<file path="src/rtl/ultrasonic_range_sequencer_if.sv">
// Sensor-side and result-side signals of the ultrasonic range sequencer.
// The master modport is the sequencer; the slave modport is the board/drive side.
interface ultrasonic_range_sequencer_if #(
  parameter int DIST_W = 9
);
  logic              enable;
  logic              echo;
  logic              trig;
  logic [DIST_W-1:0] dist_cm;
  logic              dist_valid;
  logic              timeout;
  logic              near;
  logic              busy;

  modport master (
    input  enable, echo,
    output trig, dist_cm, dist_valid, timeout, near, busy
  );

  modport slave (
    output enable, echo,
    input  trig, dist_cm, dist_valid, timeout, near, busy
  );
endinterface

</file>
<file path="src/rtl/ultrasonic_range_sequencer.sv">
// HC-SR04 style sequencer: trigger pulse, echo width in cm, fixed period,
// distance publish with timeout qualifier and a hysteretic near flag.
module ultrasonic_range_sequencer #(
  parameter int TRIG_CYCLES    = 1000,
  parameter int TICK_CYCLES    = 5800,
  parameter int MAX_CM         = 400,
  parameter int RISE_TO_CYCLES = 200000,
  parameter int PERIOD_CYCLES  = 6000000,
  parameter int NEAR_CM        = 20,
  parameter int HYST_CM        = 5,
  parameter int DIST_W         = 9
) (
  input  logic                          clk,
  input  logic                          rst,
  ultrasonic_range_sequencer_if.master  bus
);

  localparam logic [2:0] IDLE      = 3'd0;
  localparam logic [2:0] TRIG      = 3'd1;
  localparam logic [2:0] WAIT_RISE = 3'd2;
  localparam logic [2:0] MEASURE   = 3'd3;
  localparam logic [2:0] HOLDOFF   = 3'd4;

  localparam int PH_MAX_A = (TRIG_CYCLES > TICK_CYCLES) ? TRIG_CYCLES : TICK_CYCLES;
  localparam int PH_MAX   = (PH_MAX_A > RISE_TO_CYCLES) ? PH_MAX_A : RISE_TO_CYCLES;
  localparam int PH_W     = $clog2(PH_MAX + 1);
  localparam int PER_W    = $clog2(PERIOD_CYCLES + 1);

  localparam logic [PH_W-1:0]   TRIG_LAST = PH_W'(TRIG_CYCLES - 1);
  localparam logic [PH_W-1:0]   TICK_LAST = PH_W'(TICK_CYCLES - 1);
  localparam logic [PH_W-1:0]   RISE_LAST = PH_W'(RISE_TO_CYCLES - 1);
  localparam logic [PER_W-1:0]  PER_LAST  = PER_W'(PERIOD_CYCLES - 1);
  localparam logic [DIST_W-1:0] MAX_LIM   = DIST_W'(MAX_CM);
  localparam logic [DIST_W:0]   SET_LIM   = (DIST_W+1)'(NEAR_CM);
  localparam logic [DIST_W:0]   CLR_LIM   = (DIST_W+1)'(NEAR_CM + HYST_CM);

  logic [2:0]        state;
  logic              echo_s1, echo_s2, echo_d;
  logic [PH_W-1:0]   cnt;
  logic [PER_W-1:0]  period_cnt;
  logic [DIST_W-1:0] cm;
  logic              trig_r, dist_valid_r, timeout_r, near_r;
  logic [DIST_W-1:0] dist_cm_r;

  logic              rise, fall, tick, period_done;
  logic [DIST_W-1:0] cm_inc;
  logic              pub_en, pub_tmo;
  logic [DIST_W-1:0] pub_dist;

  assign rise        = echo_s2 & ~echo_d;
  assign fall        = ~echo_s2 & echo_d;
  assign tick        = (cnt == TICK_LAST);
  assign cm_inc      = cm + DIST_W'(1);
  assign period_done = (period_cnt >= PER_LAST);

  // The fall cycle still runs the divider, so MEASURE spans exactly W cycles.
  always_comb begin
    // NOTE: every output of this block gets a default first, so no path infers a latch.
    pub_en   = 1'b0;
    pub_tmo  = 1'b1;
    pub_dist = MAX_LIM;
    case (state)
      WAIT_RISE: if (!rise && cnt == RISE_LAST) pub_en = 1'b1;
      MEASURE: begin
        if (tick && cm_inc == MAX_LIM) begin
          pub_en = 1'b1;
        end else if (fall) begin
          pub_en   = 1'b1;
          pub_tmo  = 1'b0;
          pub_dist = tick ? cm_inc : cm;
        end
      end
      default: ;
    endcase
  end

  always_ff @(posedge clk or posedge rst) begin
    if (rst) begin
      echo_s1 <= 1'b0;
      echo_s2 <= 1'b0;
      echo_d  <= 1'b0;
    end else begin
      // NOTE: sequential state uses non-blocking assignments so every flop samples pre-edge values.
      echo_s1 <= bus.echo;
      echo_s2 <= echo_s1;
      echo_d  <= echo_s2;
    end
  end

  always_ff @(posedge clk or posedge rst) begin
    if (rst) begin
      state        <= IDLE;
      trig_r       <= 1'b0;
      cnt          <= '0;
      cm           <= '0;
      period_cnt   <= '0;
      dist_cm_r    <= '0;
      dist_valid_r <= 1'b0;
      timeout_r    <= 1'b0;
      near_r       <= 1'b0;
    end else begin
      dist_valid_r <= 1'b0;
      if (period_cnt != '1) period_cnt <= period_cnt + PER_W'(1);

      if (pub_en) begin
        dist_cm_r    <= pub_dist;
        timeout_r    <= pub_tmo;
        dist_valid_r <= 1'b1;
        if (pub_tmo)                           near_r <= 1'b0;
        else if ({1'b0, pub_dist} <= SET_LIM)  near_r <= 1'b1;
        else if ({1'b0, pub_dist} >= CLR_LIM)  near_r <= 1'b0;
      end

      case (state)
        IDLE: begin
          if (bus.enable) begin
            state      <= TRIG;
            trig_r     <= 1'b1;
            cnt        <= '0;
            period_cnt <= '0;
          end
        end
        TRIG: begin
          if (cnt == TRIG_LAST) begin
            state  <= WAIT_RISE;
            trig_r <= 1'b0;
            cnt    <= '0;
          end else begin
            cnt <= cnt + PH_W'(1);
          end
        end
        WAIT_RISE: begin
          if (rise) begin
            state <= MEASURE;
            cnt   <= '0;
            cm    <= '0;
          end else if (pub_en) begin
            state <= HOLDOFF;
          end else begin
            cnt <= cnt + PH_W'(1);
          end
        end
        MEASURE: begin
          if (pub_en) state <= HOLDOFF;
          if (tick) begin
            cnt <= '0;
            cm  <= cm_inc;
          end else begin
            cnt <= cnt + PH_W'(1);
          end
        end
        HOLDOFF: begin
          // A still-high echo (e.g. after saturation) holds off the next trigger.
          if (period_done && !echo_s2) begin
            if (bus.enable) begin
              state      <= TRIG;
              trig_r     <= 1'b1;
              cnt        <= '0;
              period_cnt <= '0;
            end else begin
              state <= IDLE;
            end
          end
        end
        default: state <= IDLE;
      endcase
    end
  end

  assign bus.trig       = trig_r;
  assign bus.dist_cm    = dist_cm_r;
  assign bus.dist_valid = dist_valid_r;
  assign bus.timeout    = timeout_r;
  assign bus.near       = near_r;
  assign bus.busy       = (state != IDLE);

endmodule

</file>
<file path="src/flat_wrapper.sv">
// flat-port wrapper written by rule: the top's interface ports become plain ports
module ultrasonic_range_sequencer_flat 
#(
  parameter int TRIG_CYCLES    = 1000,
  parameter int TICK_CYCLES    = 5800,
  parameter int MAX_CM         = 400,
  parameter int RISE_TO_CYCLES = 200000,
  parameter int PERIOD_CYCLES  = 6000000,
  parameter int NEAR_CM        = 20,
  parameter int HYST_CM        = 5,
  parameter int DIST_W         = 9
)
  (clk, rst, bus_enable, bus_echo, bus_trig, bus_dist_cm, bus_dist_valid, bus_timeout, bus_near, bus_busy);
  ultrasonic_range_sequencer_if #(.DIST_W(DIST_W)) bus_i ();
  input  logic clk;
  input  logic rst;
  input wire logic [$bits(bus_i.enable)-1:0] bus_enable;
  input wire logic [$bits(bus_i.echo)-1:0] bus_echo;
  output wire logic [$bits(bus_i.trig)-1:0] bus_trig;
  output wire logic [$bits(bus_i.dist_cm)-1:0] bus_dist_cm;
  output wire logic [$bits(bus_i.dist_valid)-1:0] bus_dist_valid;
  output wire logic [$bits(bus_i.timeout)-1:0] bus_timeout;
  output wire logic [$bits(bus_i.near)-1:0] bus_near;
  output wire logic [$bits(bus_i.busy)-1:0] bus_busy;
  assign bus_i.enable = bus_enable;
  assign bus_i.echo = bus_echo;
  assign bus_trig = bus_i.trig;
  assign bus_dist_cm = bus_i.dist_cm;
  assign bus_dist_valid = bus_i.dist_valid;
  assign bus_timeout = bus_i.timeout;
  assign bus_near = bus_i.near;
  assign bus_busy = bus_i.busy;
  ultrasonic_range_sequencer #(.TRIG_CYCLES(TRIG_CYCLES), .TICK_CYCLES(TICK_CYCLES), .MAX_CM(MAX_CM), .RISE_TO_CYCLES(RISE_TO_CYCLES), .PERIOD_CYCLES(PERIOD_CYCLES), .NEAR_CM(NEAR_CM), .HYST_CM(HYST_CM), .DIST_W(DIST_W)) u_core (.clk(clk), .rst(rst), .bus(bus_i));
endmodule
</file>
<file path="config.mk">
export PLATFORM = sky130hd
export DESIGN_NAME = ultrasonic_range_sequencer_flat
export DESIGN_NICKNAME = d
export VERILOG_FILES = /design/src/rtl/ultrasonic_range_sequencer_if.sv /design/src/rtl/ultrasonic_range_sequencer.sv /design/src/flat_wrapper.sv
export SDC_FILE = /design/constraint.sdc
export NUM_CORES = 1
export LEC_CHECK = 0
export CORE_MARGIN = 4
export CORE_UTILIZATION = 30
export DETAILED_ROUTE_END_ITERATION = 10
export PLACE_DENSITY_LB_ADDON = 0.1
export SLEW_MARGIN = 20
export SYNTH_ARGS = -nofsm -noshare
export SYNTH_HDL_FRONTEND = slang
export SYNTH_SLANG_ARGS = --single-unit
</file>
<file path="constraint.sdc">
create_clock -name clk -period 5.14 [get_ports clk]
set_input_delay 0.514 -clock clk [delete_from_list [all_inputs] [get_ports clk]]
set_output_delay 0.514 -clock clk [all_outputs]
set_load 0.1 [all_outputs]
</file>
## After elaboration in Yosys (flattened, before gate mapping)

Cells that the tools add are included.

- Equality and inequality tests: 14
- Reductions and logical operators: 16
- $add $sub $neg: 3
- Bitwise logic cells: 4
- Magnitude comparators: 3
- Muxes and demuxes: 39

Operators with widths:

| cell | number |
|---|---|
| 18-bit two-way mux | 6 |
| 18-bit case mux with 5 select lines | 1 |
| 23-bit two-way mux | 3 |
| 23-bit case mux with 2 select lines | 1 |
| 9-bit two-way mux | 5 |
| 23-bit by 1-bit adder with 23-bit output, second input constant | 1 |
| 23-bit >= comparator, second input constant | 1 |
| 23-bit != test, second input constant | 1 |
| 18-bit by 1-bit adder with 18-bit output, second input constant | 1 |
| 18-bit by 10-bit equality test with 1-bit output, second input constant | 1 |
| 18-bit by 13-bit equality test with 1-bit output, second input constant | 1 |
| 18-bit equality test, second input constant | 1 |
| 9-bit case mux with 2 select lines | 1 |
| 3-bit two-way mux | 5 |
| 3-bit case mux with 5 select lines | 1 |
| 1-bit two-way mux | 14 |
| 9-bit by 1-bit adder with 9-bit output, second input constant | 1 |
| 9-bit equality test, second input constant | 1 |
| 9-bit by 5-bit >= comparator with 1-bit output, second input constant | 1 |
| 9-bit by 5-bit <= comparator with 1-bit output, second input constant | 1 |
| 3-bit AND reduction | 3 |
| 3-bit nonzero test | 3 |
| 3-bit by 2-bit equality test with 1-bit output, second input constant | 2 |
| 2-bit by 1-bit != test with 1-bit output, second input constant | 3 |
| 14 further kinds | 20 |

- Input bits: 4
- Output and inout bits: 14
- Flip-flop bits (word level): 69
- Logic and storage cells: 91

## Longest topological paths before layout

- Depth in word-level cells: 9
- Depth in mapped cells: 11
- Mapped depth without buffers: 10

## Worst setup path before layout

OpenSTA, ideal clock, no wires.

- Path type: register to register
- Start: reg u_core.cnt[16]
- End: reg u_core.near_r, in the netlist u_core.bus.near
- Setup slack: 2,653 ps
- Setup time: 124 ps
- Clock period less this slack: 2,487 ps
- Path buffers: 1
- Data arrival time: 2,363 ps
- Required time: 5,016 ps
- Stages on the path, launching flop included: 9
- Cell sequence: dfrtp_1 > nor4_2 > nand4_1 > buf_6 > nor2_2 > nor3_1 > or4_1 > a211o_1 > a211o_1

- Longest elaborated chain between the ends: 8
- Elaborated cells between the ends (all ways): 19
- Classes of those cells: 2 x order compare; 2 x eq/ne; 11 x mux; 4 x reduce/logical

Ends and longest elaborated chain:

| item | line | RTL |
|---|---|---|
| start: declaration | ultrasonic_range_sequencer.sv:39 | `logic [PH_W-1:0] cnt;` |
| start signal: assignment | ultrasonic_range_sequencer.sv:129 | `cnt <= cnt + PH_W'(1);` |
| start signal: assignment | ultrasonic_range_sequencer.sv:140 | `cnt <= cnt + PH_W'(1);` |
| start signal: assignment | ultrasonic_range_sequencer.sv:149 | `cnt <= cnt + PH_W'(1);` |
| 18-bit by 13-bit equality test with 1-bit output | ultrasonic_range_sequencer.sv:52 | `assign tick = (cnt == TICK_LAST);` |
| 9-bit two-way mux | - |  |
| 9-bit two-way mux | ultrasonic_range_sequencer.sv:67 | `end else if (fall) begin` |
| 9-bit two-way mux | ultrasonic_range_sequencer.sv:65 | `if (tick && cm_inc == MAX_LIM) begin` |
| 9-bit two-way mux | ultrasonic_range_sequencer.sv:62 | `case (state)` |
| 9-bit by 5-bit >= comparator with 1-bit output or 9-bit by 5-bit <= comparator with 1-bit output (tied branches) | ultrasonic_range_sequencer.sv:111, ultrasonic_range_sequencer.sv:110 |  |
| 3-bit nonzero test (no source line) or 1-bit two-way mux (tied branches) | - |  |
| 2-bit AND reduction (no source line) or 1-bit two-way mux (tied branches) | - |  |
| end signal: assignment | ultrasonic_range_sequencer.sv:109 | `if (pub_tmo) near_r <= 1'b0;` |
| end signal: assignment | ultrasonic_range_sequencer.sv:110 | `else if ({1'b0, pub_dist} <= SET_LIM) near_r <= 1'b1;` |
| end signal: assignment | ultrasonic_range_sequencer.sv:111 | `else if ({1'b0, pub_dist} >= CLR_LIM) near_r <= 1'b0;` |
| end: declaration | ultrasonic_range_sequencer.sv:42 | `logic trig_r, dist_valid_r, timeout_r, near_r;` |

Parallel ways exist; a longest one is shown, timed or not.
A chain may end at the register's enable or synchronous reset.

## Worst setup path in the final report

- Start: reg u_core.cnt[16]
- End: reg u_core.cnt[14]

- Longest elaborated chain between the ends: 6
- Elaborated cells between the ends (all ways): 13
- Classes of those cells: 4 x eq/ne; 6 x mux; 3 x reduce/logical

Ends and longest elaborated chain:

| item | line |
|---|---|
| 18-bit by 13-bit equality test with 1-bit output or 18-bit equality test (tied branches) | ultrasonic_range_sequencer.sv:52, ultrasonic_range_sequencer.sv:63 |
| 1-bit logical AND (on tied branches) | ultrasonic_range_sequencer.sv:65, ultrasonic_range_sequencer.sv:63 |
| 1-bit two-way mux (on tied branches) | ultrasonic_range_sequencer.sv:65, ultrasonic_range_sequencer.sv:63 |
| 1-bit case mux with 2 select lines | ultrasonic_range_sequencer.sv:62 |
| 3-bit by 2-bit != test with 1-bit output (no source line) | - |
| 3-bit AND reduction (no source line) | - |

Parallel ways exist; a longest one is shown, timed or not.

==> flow_metrics.tcl <==
set metrics [dict create \
    syn_area_mm2 0.00393 \
    syn-instance-count 438 \
    utilization_pct 35.2 \
    setup-tns-final_ns 0 \
    synthAdderAreaFrac_pct 1.27 \
    ant_nets 0 \
    hold_buffers 0 \
    finalInstanceArea_mm2 0.00447 \
    viasPerCell 5.16 \
    n_antenna_cell 0 \
    outcome "complete, no violations" \
    ys_seq_elements 69 \
    critPathCaptureType "flip-flop" \
    die_h_um 123 \
    synth_compound_area_share_pct 15.7 \
    start_util_pct 30.9 \
    power_density_mw_per_mm2 455 \
    synth.net_count 446 \
    cts_max_level 3 \
    tightest_slew_ns 0.982 \
    slew-limit-headroom_pct 34.3 \
    finalClockSkew_ns 0.00805 \
    setup_ws_ns 1.86 \
    fin_hold_ws_ns 0.347 \
    cts.clk_slew.worst_paths_ns 0.05 \
    clk_latency_ns 0.34 \
    fin_crit_ns 3.28 \
    cts_tree "yes" \
    overflow 0 \
    async_reset_ff_share_pct 100 \
    slew_violations 0 \
    synth_top_family_by_area "simple AND/OR/NAND/NOR gates" \
    post-route-period-util_pct 63.8 \
    ys_warn_count 0 \
    final_cells 622 \
    synth.top_cell.area_share_pct 43.9 \
    drive_above_1_share_pct 6.22 \
    fill_cells 1352 \
    hold_viol_final 0 \
    place_ws_ns 1.85 \
    gp_congestion 0.791 \
    die_area_mm2 0.0150 \
    syn_avg_cell_area_um2 8.98 \
    ctsResizeCount 0 \
    grt.met3_usage_pct 3.50 \
    placed_area_mm2 0.00420 \
    max_freq_mhz 305 \
    cts_sinks 69 \
    drt_first_iter_violations 216 \
    drcViolationCount 0 \
    met2_usage_pct 20.5 \
    wl_per_cell_um 15.2 \
    grt_util_met1_pct 19.0 \
    maxCapViolCount 0 \
    cts-root-buf "clkbuf_16" \
    min_path_type "flip-flop to flip-flop" \
    yosys-top-cells-area "dfrtp_1 (44%), nand2_1 (5.5%), nor2_1 (4.8%)" \
    routed_wirelength_um 9480 \
    grt.total_usage_pct 13.7 \
    grt_max_degree 46 \
    min_from "u_core.echo_s1$_DFF_PP0_" \
    r2r_start "u_core.cnt[16]$_DFFE_PP0P_" \
    p_leak_nw 1.79 \
    die_w_um 123 \
    dp_hpwl_um 6500 \
    synthMuxAreaShare_pct 0.254 \
    ys_top_cells_by_count "dfrtp_1 (69), nand2_1 (58), nor2_1 (50)" \
    grt_antenna_before_repair 0 \
    cp_data_arrival_time_ns 3.46 \
    core-area_mm2 0.0127 \
    numCtsBuffers 9 \
    grt_pass1_vias 3031 \
    rsz0062_at_grt "false" \
    yosys.area_share.simple_pct 27.6 \
    drt_pass1_iterations 4 \
    placed_cells 608 \
    multi_input_area_mm2 0.00203 \
    portBuffers 17 \
    ioPinCount 18 \
    rows 41 \
    post_cts_buffers 0 \
    synth-xor-area-share_pct 6.46 \
    cp_max_fo 19 \
    total_power_mw 2.03 \
    top_usage_layer "met2" \
    startpoint "u_core.cnt[16]$_DFFE_PP0P_" \
    seq_area_frac_synth_pct 43.9 \
    irDropWorstVdd_mv 0.151 \
    synthDistinctLibCells 61 \
    crit_type "flip-flop to flip-flop" \
    cp-start-kind "flip-flop" \
    synth_edf_count 0 \
    cts_buffer_depth 2 \
    regArea_mm2 0.00173 \
    yosysMostFrequentCell "dfrtp_1" \
    finalNetCount 455 \
    grt_pass1_wl_um 16000 \
    area_growth_pct 13.7 \
    cp_data_required_time_ns 5.32 \
    dr_total_vias 3211 \
    synth_top_area_cell "dfrtp_1" \
    setup_viol 0 \
    ys.flop_type "dfrtp_1" \
]
[logic make-up (layout without fill, tap and decap cells)]
family / Yosys count / after routing
multiplexers: 1 / 1
flip-flops: 69 / 69
XOR/XNOR: 29 / 29
AO/OA/AOI/OAI: 94 / 94
adder cells (fa/ha/maj): 4 / 4
AND/OR/NAND/NOR: 208 / 208
buffers and inverters: 33 / 45
[final timing paths]
kind | endpoint | slack [ns] | cells after the start
min in group asynchronous | u_core.bus.dist_cm[7]$_DFFE_PP0P_ | 0.64 | 2
min | u_core.echo_s2$_DFF_PP0_ | 0.35 | 0
min reg2reg | u_core.echo_s2$_DFF_PP0_ | 0.35 | 0
max reg2reg | u_core.cnt[14]$_DFFE_PP0P_ | 1.86 | 8
max | u_core.cnt[14]$_DFFE_PP0P_ | 1.86 | 8
max in group asynchronous | u_core.period_cnt[15]$_DFF_PP0_ | 3.67 | 3
[layout by cell type, fill, tap and decap left out, drive strengths merged, types with 4 or more instances in the layout]
| cell type | synthesis | layout |
|---|---|---|
| and3 | 5 | 5 |
| nor3 | 13 | 13 |
| nor2 | 51 | 51 |
| ha | 4 | 4 |
| a41oi | 6 | 6 |
| nand3 | 24 | 24 |
| a31oi | 18 | 18 |
| or3 | 6 | 6 |
| nand4 | 10 | 10 |
| clkdlybuf4s50 | 0 | 17 |
| inv | 12 | 11 |
| a22o | 5 | 5 |
| nor4 | 10 | 10 |
| xor2 | 15 | 15 |
| clkbuf | 11 | 13 |
| o21ai | 28 | 28 |
| a21oi | 17 | 17 |
| nor2b | 5 | 5 |
| or4 | 5 | 5 |
| dfrtp | 69 | 69 |
| and2 | 5 | 5 |
| nand2 | 58 | 58 |
| xnor2 | 14 | 14 |
[registers in the layout (all words and copies together) (netlist names), 3 cells and up]
register / cells
u_core.period_cnt: 23
u_core.state: 3
u_core.cnt: 18
u_core.bus.dist_cm: 9
u_core.cm: 9
[final cells by class]
class | instances | share of cell area (%)
Inverter | 12 | 1.03
Tap cell | 172 | 4.81
Multi-Input combinational cell | 336 | 45.4
Sequential cell | 69 | 38.6
Clock buffer | 13 | 5.82
Timing Repair Buffer | 19 | 4.14
Clock inverter | 1 | 0.168
[critical path: stages, from the launching register on]
cell and delay, ns:
dfrtp_1 0.43, nor4_2 0.28, nand4_1 0.56, o41ai_2 0.68, o211ai_1 0.16, buf_4 0.23
and2_1 0.39, a41oi_1 0.33, a31oi_1 0.06
[power breakdown]
group	internal (mW)	switching [mW]
Sequential	0.616	0.0803
Combinational	0.200	0.564
Clock	0.348	0.226
[metal layers]
layer	wire length, um	vias up
li1	-	1600
met1	4690	1535
met2	4330	65
met3	320	11
met4	136	0
met5	0	-
No activity file was read; power rests on OpenSTA's default activity.
